**config.mk**
```make
export PLATFORM = sky130hd
export DESIGN_NAME = pipelined_cla_adder
export DESIGN_NICKNAME = d
export VERILOG_FILES = /design/src/rtl/pipelined_cla_adder.sv
export SDC_FILE = /design/constraint.sdc
export NUM_CORES = 1
export LEC_CHECK = 0
export CORE_MARGIN = 4
export CORE_UTILIZATION = 27
export CTS_CLUSTER_DIAMETER = 120
export DETAILED_ROUTE_END_ITERATION = 10
export PLACE_DENSITY = 0.58
export SLEW_MARGIN = 10
export SYNTH_ARGS = -nofsm -noshare
export SYNTH_HDL_FRONTEND = slang
export SYNTH_SLANG_ARGS = --single-unit
```
**constraint.sdc**
```tcl
create_clock -name clk -period 4.05 [get_ports clk]
set_input_delay 0.81 -clock clk [delete_from_list [all_inputs] [get_ports clk]]
set_output_delay 0.81 -clock clk [all_outputs]
set_load 0.02 [all_outputs]
```
**src/rtl/pipelined_cla_adder.sv**
```systemverilog
`default_nettype none
// ============================================================================
// Module   : pipelined_cla_adder
// Purpose  : Parametrised pipelined carry-lookahead adder/subtractor with
//            ADD/SUB/ADC/SBC modes, NZCV flags, a sideband tag and a
//            valid/ready handshake whose ready chain passes through stages.
// Revision : 1.0 - initial release
// ============================================================================
module pipelined_cla_adder #(
  parameter int WIDTH  = 32,
  parameter int STAGES = 2,
  parameter int TAG_W  = 4
) (
  input  logic             clk,
  input  logic             rst_n,
  input  logic             in_valid,
  output logic             in_ready,
  input  logic [WIDTH-1:0] a,
  input  logic [WIDTH-1:0] b,
  input  logic             cin,
  input  logic [1:0]       op,
  input  logic [TAG_W-1:0] tag_in,
  output logic             out_valid,
  input  logic             out_ready,
  output logic [WIDTH-1:0] result,
  output logic             flag_n,
  output logic             flag_z,
  output logic             flag_c,
  output logic             flag_v,
  output logic [TAG_W-1:0] tag_out
);

  localparam int GROUPS = WIDTH / 4;
  localparam int GPS    = (STAGES > 0) ? (GROUPS / STAGES) : 1;  // groups per stage
  localparam int SW     = 4 * GPS;                               // bits per stage

  // Reject illegal geometries at elaboration time.
  if (WIDTH % 4 != 0) begin : g_err_width
    $error("pipelined_cla_adder: WIDTH must be a multiple of 4");
  end
  if (STAGES < 1 || STAGES > GROUPS || (GROUPS % STAGES) != 0) begin : g_err_stages
    $error("pipelined_cla_adder: STAGES must lie in 1..GROUPS and divide GROUPS");
  end

  logic [WIDTH-1:0]              b_eff;
  logic                          c0;
  logic [STAGES-1:0]             v_d, v_q, offer, load;
  logic [STAGES:0]               ready;
  logic [STAGES-1:0][WIDTH-1:0]  acc_d, acc_q;   // sum bits below the stage, raw a above
  logic [STAGES-1:0][WIDTH-1:0]  b_d, b_q;       // conditioned b travelling with its a bits
  logic [STAGES-1:0]             carry_d, carry_q;
  logic [STAGES-1:0][TAG_W-1:0]  tag_d, tag_q;
  logic                          z_d, z_q, ovf_d, ovf_q;
  logic                          unused_b_tail;

  assign b_eff = b ^ {WIDTH{op[0]}};
  assign c0    = op[1] ? cin : op[0];

  // Ready ripples back from the consumer; a stage loads when offered and ready.
  always_comb begin
    ready   = '0;
    offer   = '0;
    load    = '0;
    v_d     = '0;
    ready[STAGES] = out_ready;
    for (int k = STAGES - 1; k >= 0; k--) begin
      ready[k] = ~v_q[k] | ready[k+1];
    end
    offer[0] = in_valid;
    for (int k = 1; k < STAGES; k++) begin
      offer[k] = v_q[k-1];
    end
    for (int k = 0; k < STAGES; k++) begin
      load[k] = offer[k] & ready[k];
      v_d[k]  = ready[k] ? offer[k] : v_q[k];
    end
  end

  for (genvar k = 0; k < STAGES; k++) begin : g_stage
    localparam int LO = k * SW;

    logic [WIDTH-1:0] in_acc, in_b;
    logic             in_c;
    logic [TAG_W-1:0] in_tag;
    logic [SW-1:0]    sp, sg;
    logic [GPS-1:0]   gg, gp;
    logic [GPS:0]     gc;
    logic [SW:0]      bc;
    logic             term;

    if (k == 0) begin : g_head
      assign in_acc = a;
      assign in_b   = b_eff;
      assign in_c   = c0;
      assign in_tag = tag_in;
    end else begin : g_body
      assign in_acc = acc_q[k-1];
      assign in_b   = b_q[k-1];
      assign in_c   = carry_q[k-1];
      assign in_tag = tag_q[k-1];
    end

    // Two-level lookahead over this stage's slice: groups, then bits in a group.
    always_comb begin
      sp   = in_acc[LO +: SW] ^ in_b[LO +: SW];
      sg   = in_acc[LO +: SW] & in_b[LO +: SW];
      gg   = '0;
      gp   = '0;
      gc   = '0;
      bc   = '0;
      term = 1'b0;
      for (int j = 0; j < GPS; j++) begin
        gp[j] = &sp[4*j +: 4];
        for (int m = 0; m < 4; m++) begin
          term = sg[4*j+m];
          for (int n = m + 1; n < 4; n++) term = term & sp[4*j+n];
          gg[j] = gg[j] | term;
        end
      end
      gc[0] = in_c;
      for (int j = 0; j < GPS; j++) begin
        term = in_c;
        for (int n = 0; n <= j; n++) term = term & gp[n];
        gc[j+1] = term;
        for (int i = 0; i <= j; i++) begin
          term = gg[i];
          for (int n = i + 1; n <= j; n++) term = term & gp[n];
          gc[j+1] = gc[j+1] | term;
        end
      end
      for (int j = 0; j < GPS; j++) begin
        bc[4*j] = gc[j];
        for (int i = 1; i < 4; i++) begin
          term = gc[j];
          for (int n = 0; n < i; n++) term = term & sp[4*j+n];
          bc[4*j+i] = term;
          for (int m = 0; m < i; m++) begin
            term = sg[4*j+m];
            for (int n = m + 1; n < i; n++) term = term & sp[4*j+n];
            bc[4*j+i] = bc[4*j+i] | term;
          end
        end
      end
      bc[SW] = gc[GPS];
      acc_d[k]            = in_acc;
      acc_d[k][LO +: SW]  = sp ^ bc[SW-1:0];
      b_d[k]              = in_b;
      carry_d[k]          = bc[SW];
      tag_d[k]            = in_tag;
    end

    if (k == STAGES - 1) begin : g_tail
      // Zero and overflow are formed on the complete sum entering the output register.
      always_comb begin
        z_d   = ~|acc_d[k];
        ovf_d = bc[SW-1] ^ bc[SW];
      end
    end
  end

  // Stage registers: valids always advance, payload only moves on a load.
  always_ff @(posedge clk or negedge rst_n) begin
    if (!rst_n) begin
      v_q     <= '0;
      acc_q   <= '0;
      b_q     <= '0;
      carry_q <= '0;
      tag_q   <= '0;
      z_q     <= 1'b0;
      ovf_q   <= 1'b0;
    end else begin
      v_q <= v_d;
      for (int k = 0; k < STAGES; k++) begin
        if (load[k]) begin
          acc_q[k]   <= acc_d[k];
          b_q[k]     <= b_d[k];
          carry_q[k] <= carry_d[k];
          tag_q[k]   <= tag_d[k];
        end
      end
      if (load[STAGES-1]) begin
        z_q   <= z_d;
        ovf_q <= ovf_d;
      end
    end
  end

  // The last stage has no consumer for its b copy; fold it away so it is pruned.
  assign unused_b_tail = ^b_q[STAGES-1];

  assign in_ready  = ready[0];
  assign out_valid = v_q[STAGES-1];
  assign result    = acc_q[STAGES-1];
  assign flag_n    = acc_q[STAGES-1][WIDTH-1];
  assign flag_z    = z_q;
  assign flag_c    = carry_q[STAGES-1];
  assign flag_v    = ovf_q;
  assign tag_out   = tag_q[STAGES-1];

endmodule
`default_nettype wire
```
==> out/qor.txt <==
Setup-failing EPs final: 0
Startpoint Class: flop
dominant cell type by area after synthesis: dfrtp_1
grt peak-use layer: met2
flops & latches, synth: 94
post-CTS sizing: 0
status: finished clean
worst skew pair latency: 350 ps
met1 Usage GRT: 0.153
nature of the critical path endpoint: flop
WS Path Type: flop to flop
final wirelength: 12200 microns
met2 Use GR: 0.199
layout cells sized above 1: 0.110
flop-to-flop setup slack: 570 ps
GR Util All Layers: 0.122
Worst Min Path Start: g_stage[1].in_tag[3]
Yosys top cell area share: 0.455
first-pass GRT wire length: 21000 microns
net count reported at finish: 727
Post-Synthesis Cell Area: 5170 sq um
Hold Path Sink: tag_out[3]
Synth Net Count: 615
Final TNS setup: 0 ps
final core utilization: 0.366
hold crit path type: flop to flop
worst-path maximum fanout: 3
maxcap violations: 0
largest net degree at the start of global routing: 88
Post-CTS Setup Inserts: 0
syn avg cell area: 10.5 sq um
Layout Area Growth over Synthesis: 32.9%
Antenna Nets Post-Route: 0
Clock Sink Count: 94
Die Area: 21400 sq um
initial DRC count: 121
vias in the first global route: 4169
dpl hpwl: 9400 microns
die outline width: 146 microns
slew margin rel.: 0.465
unrepaired setup endpoints after global routing: false
TritonCTS clock tree: done
cell depth of the worst hold path: 2
gpl congestion: 0.811
Die Y: 146 microns
synth warn: 0
P per Cell Area: 538 nW/um^2
vias per cell: 4.47
fin crit share: 0.858
worst reg2reg startpoint: g_stage[1].in_acc[19]
fin worst setup slack: 573 ps
worst slew pin tran: 801 ps
WL per Instance: 14.4 microns
Max Clock Skew: 7.40 ps
VDD IR-drop max: 191 uV
Pleak: 3.01 nW
# port buffers: 116
Inserted Clock Buffers: 9
ys async rst share: 1.00
H-tree lvl count: 3
Post-CTS Hold Fix Bufs: 0
clk root buf: clkbuf_16
total congestion overflow: 0
max-slew violation count: 0
Worst EP required: 4320 ps
Final min period: 3480 ps
post-synth cell types: 38
met3 usage: 0.0376
antenna cells: 0
Ports: 117
r2r endpoint: flag_z
pre-CTS setup slack: 298 ps
number of synthesized flops with an enable pin: 0
DRC viols: 0
top cells by area, synth: dfrtp_1 (45%), ha_1 (9.7%), mux2_2 (7.8%)
critical path data arrival time: 3750 ps
row count: 50
R2R depth: 12
First-pass DRT Iterations: 4
via count of the routed design: 3768
Highest Clock Rate: 0.288 GHz
Final Hold Vio Count: 0
Initial Utilization: 0.276
Clock Pin Slew Worst Setup and Hold Paths: 70 ps
CORE AREA: 18800 sq um
Mapped Cells: 492
ys flop type: dfrtp_1
Max clock buf depth: 2
antenna violations before repair: 0
Seq/Total Area, Yosys: 0.455
## power by group
group          total (mW)  switching [mW]  internal [mW]  leakage (nW)
registers            1.39           0.185           1.20          1.14
logic                1.48           0.762          0.720          1.73
clock network       0.828           0.397          0.431         0.140
## how the worst max path moves through the flow
| stage | from | to | slack, ps | cells past startpoint |
|---|---|---|---|---|
| 2_1_floorplan | op[0] | g_stage[1].in_acc[15] | 630 | 16 |
| 3_3_place_gp | b[1] | g_stage[1].in_acc[15] | 400 | 15 |
| 3_5_place_dp | b[1] | g_stage[1].in_acc[15] | 300 | 15 |
| 4_1_cts | g_stage[1].in_acc[19] | flag_z | 460 | 12 |
| 5_1_grt | b[1] | g_stage[1].in_acc[15] | 290 | 15 |
| 6_report | g_stage[1].in_acc[19] | flag_z | 570 | 12 |
## cells in the mapped netlist, types with 2 or more instances
library cell and instances:
o21ai_1 6, clkbuf_1 10, ha_1 40, a21o_1 3, fa_1 8, nor4_1 6
nand2_1 93, buf_2 7, a21oi_2 2, o21ai_0 43, xor2_1 27, dfrtp_1 94
nor3_1 2, buf_1 2, a21oi_1 17, a211oi_1 3, nand2b_1 10, inv_1 15
xnor2_1 27, mux2_2 36, nor2_1 10, nand4_1 9, o21a_1 7
## layout make-up
type / count / area [sq um]
fillers: 1885 / 11900
repair buffers: 121 / 1200
inverters: 15 / 56.3
clock inverters: 7 / 65.1
clock buffers: 9 / 225
well taps: 234 / 293
multi-input cells: 363 / 2680
flip-flops and latches: 94 / 2350
## worst max-delay path: stages (launching register included)
cell and delay (ps):
dfrtp_1 390, ha_1 340, a211o_1 270, a21oi_1 200, o31a_1 250, o21a_1 180, inv_1 70, fa_1 500
nor4_1 390, nand4_1 240, nor3_1 270, nand4_1 150, o21ai_1 150
## cells in the final DEF, fill, tap and decap left out, types with 2 or more instances in the layout
| master | instances |
|---|---|
| inv_1 | 15 |
| o21ai_1 | 6 |
| nand4_1 | 9 |
| nand2b_1 | 10 |
| buf_4 | 5 |
| fa_1 | 8 |
| xnor2_1 | 27 |
| nor4_1 | 6 |
| nand2_1 | 92 |
| inv_8 | 2 |
| a21oi_1 | 17 |
| clkbuf_16 | 9 |
| xor2_1 | 27 |
| inv_6 | 2 |
| nor3_1 | 2 |
| mux2_2 | 36 |
| a211oi_1 | 3 |
| a21oi_2 | 2 |
| nor2_1 | 10 |
| o21ai_0 | 43 |
| clkinv_4 | 2 |
| ha_1 | 40 |
| a21o_1 | 3 |
| o21a_1 | 7 |
| clkdlybuf4s50_1 | 114 |
| dfrtp_1 | 94 |
## cell families (layout without fill, tap and decap cells)
kind of cell	Yosys count	after routing	share of synthesized area
flip-flops	94	94	0.455
XOR/XNOR	55	55	0.0946
buffers and inverters	35	152	0.0278
AND/OR/NAND/NOR	134	134	0.113
AO/OA/AOI/OAI	88	88	0.0977
multiplexers	38	38	0.0847
adder cells (fa/ha/maj)	48	48	0.128
## metal layers
| metal | wire [microns] | vias to the layer above |
|---|---|---|
| met5 | 0 | - |
| met4 | 237 | 0 |
| met3 | 721 | 19 |
| met2 | 5740 | 88 |
| met1 | 5470 | 1773 |
| li1 | - | 1888 |
## registers in the layout (all words and copies together) (netlist names)
signal          cells
carry_q             2
flag_v              1
flag_z              1
g_stage.in_acc     32
g_stage.in_b       16
g_stage.in_tag      4
result             32
tag_out             4
v_q                 2
## metrics by stage
step / area, sq um / power [mW] / instances / hold WS, ps
floorplan: 5170 / 2.23 / 492 / 433
global placement: 6580 / 2.88 / 827 / 444
detailed placement: 6580 / 2.91 / 827 / 457
CTS: 6870 / 3.77 / 843 / 473
global route: 6870 / 3.97 / 843 / 492
finish: 6870 / 3.70 / 843 / 467
Power figures use the tool's default switching activity.
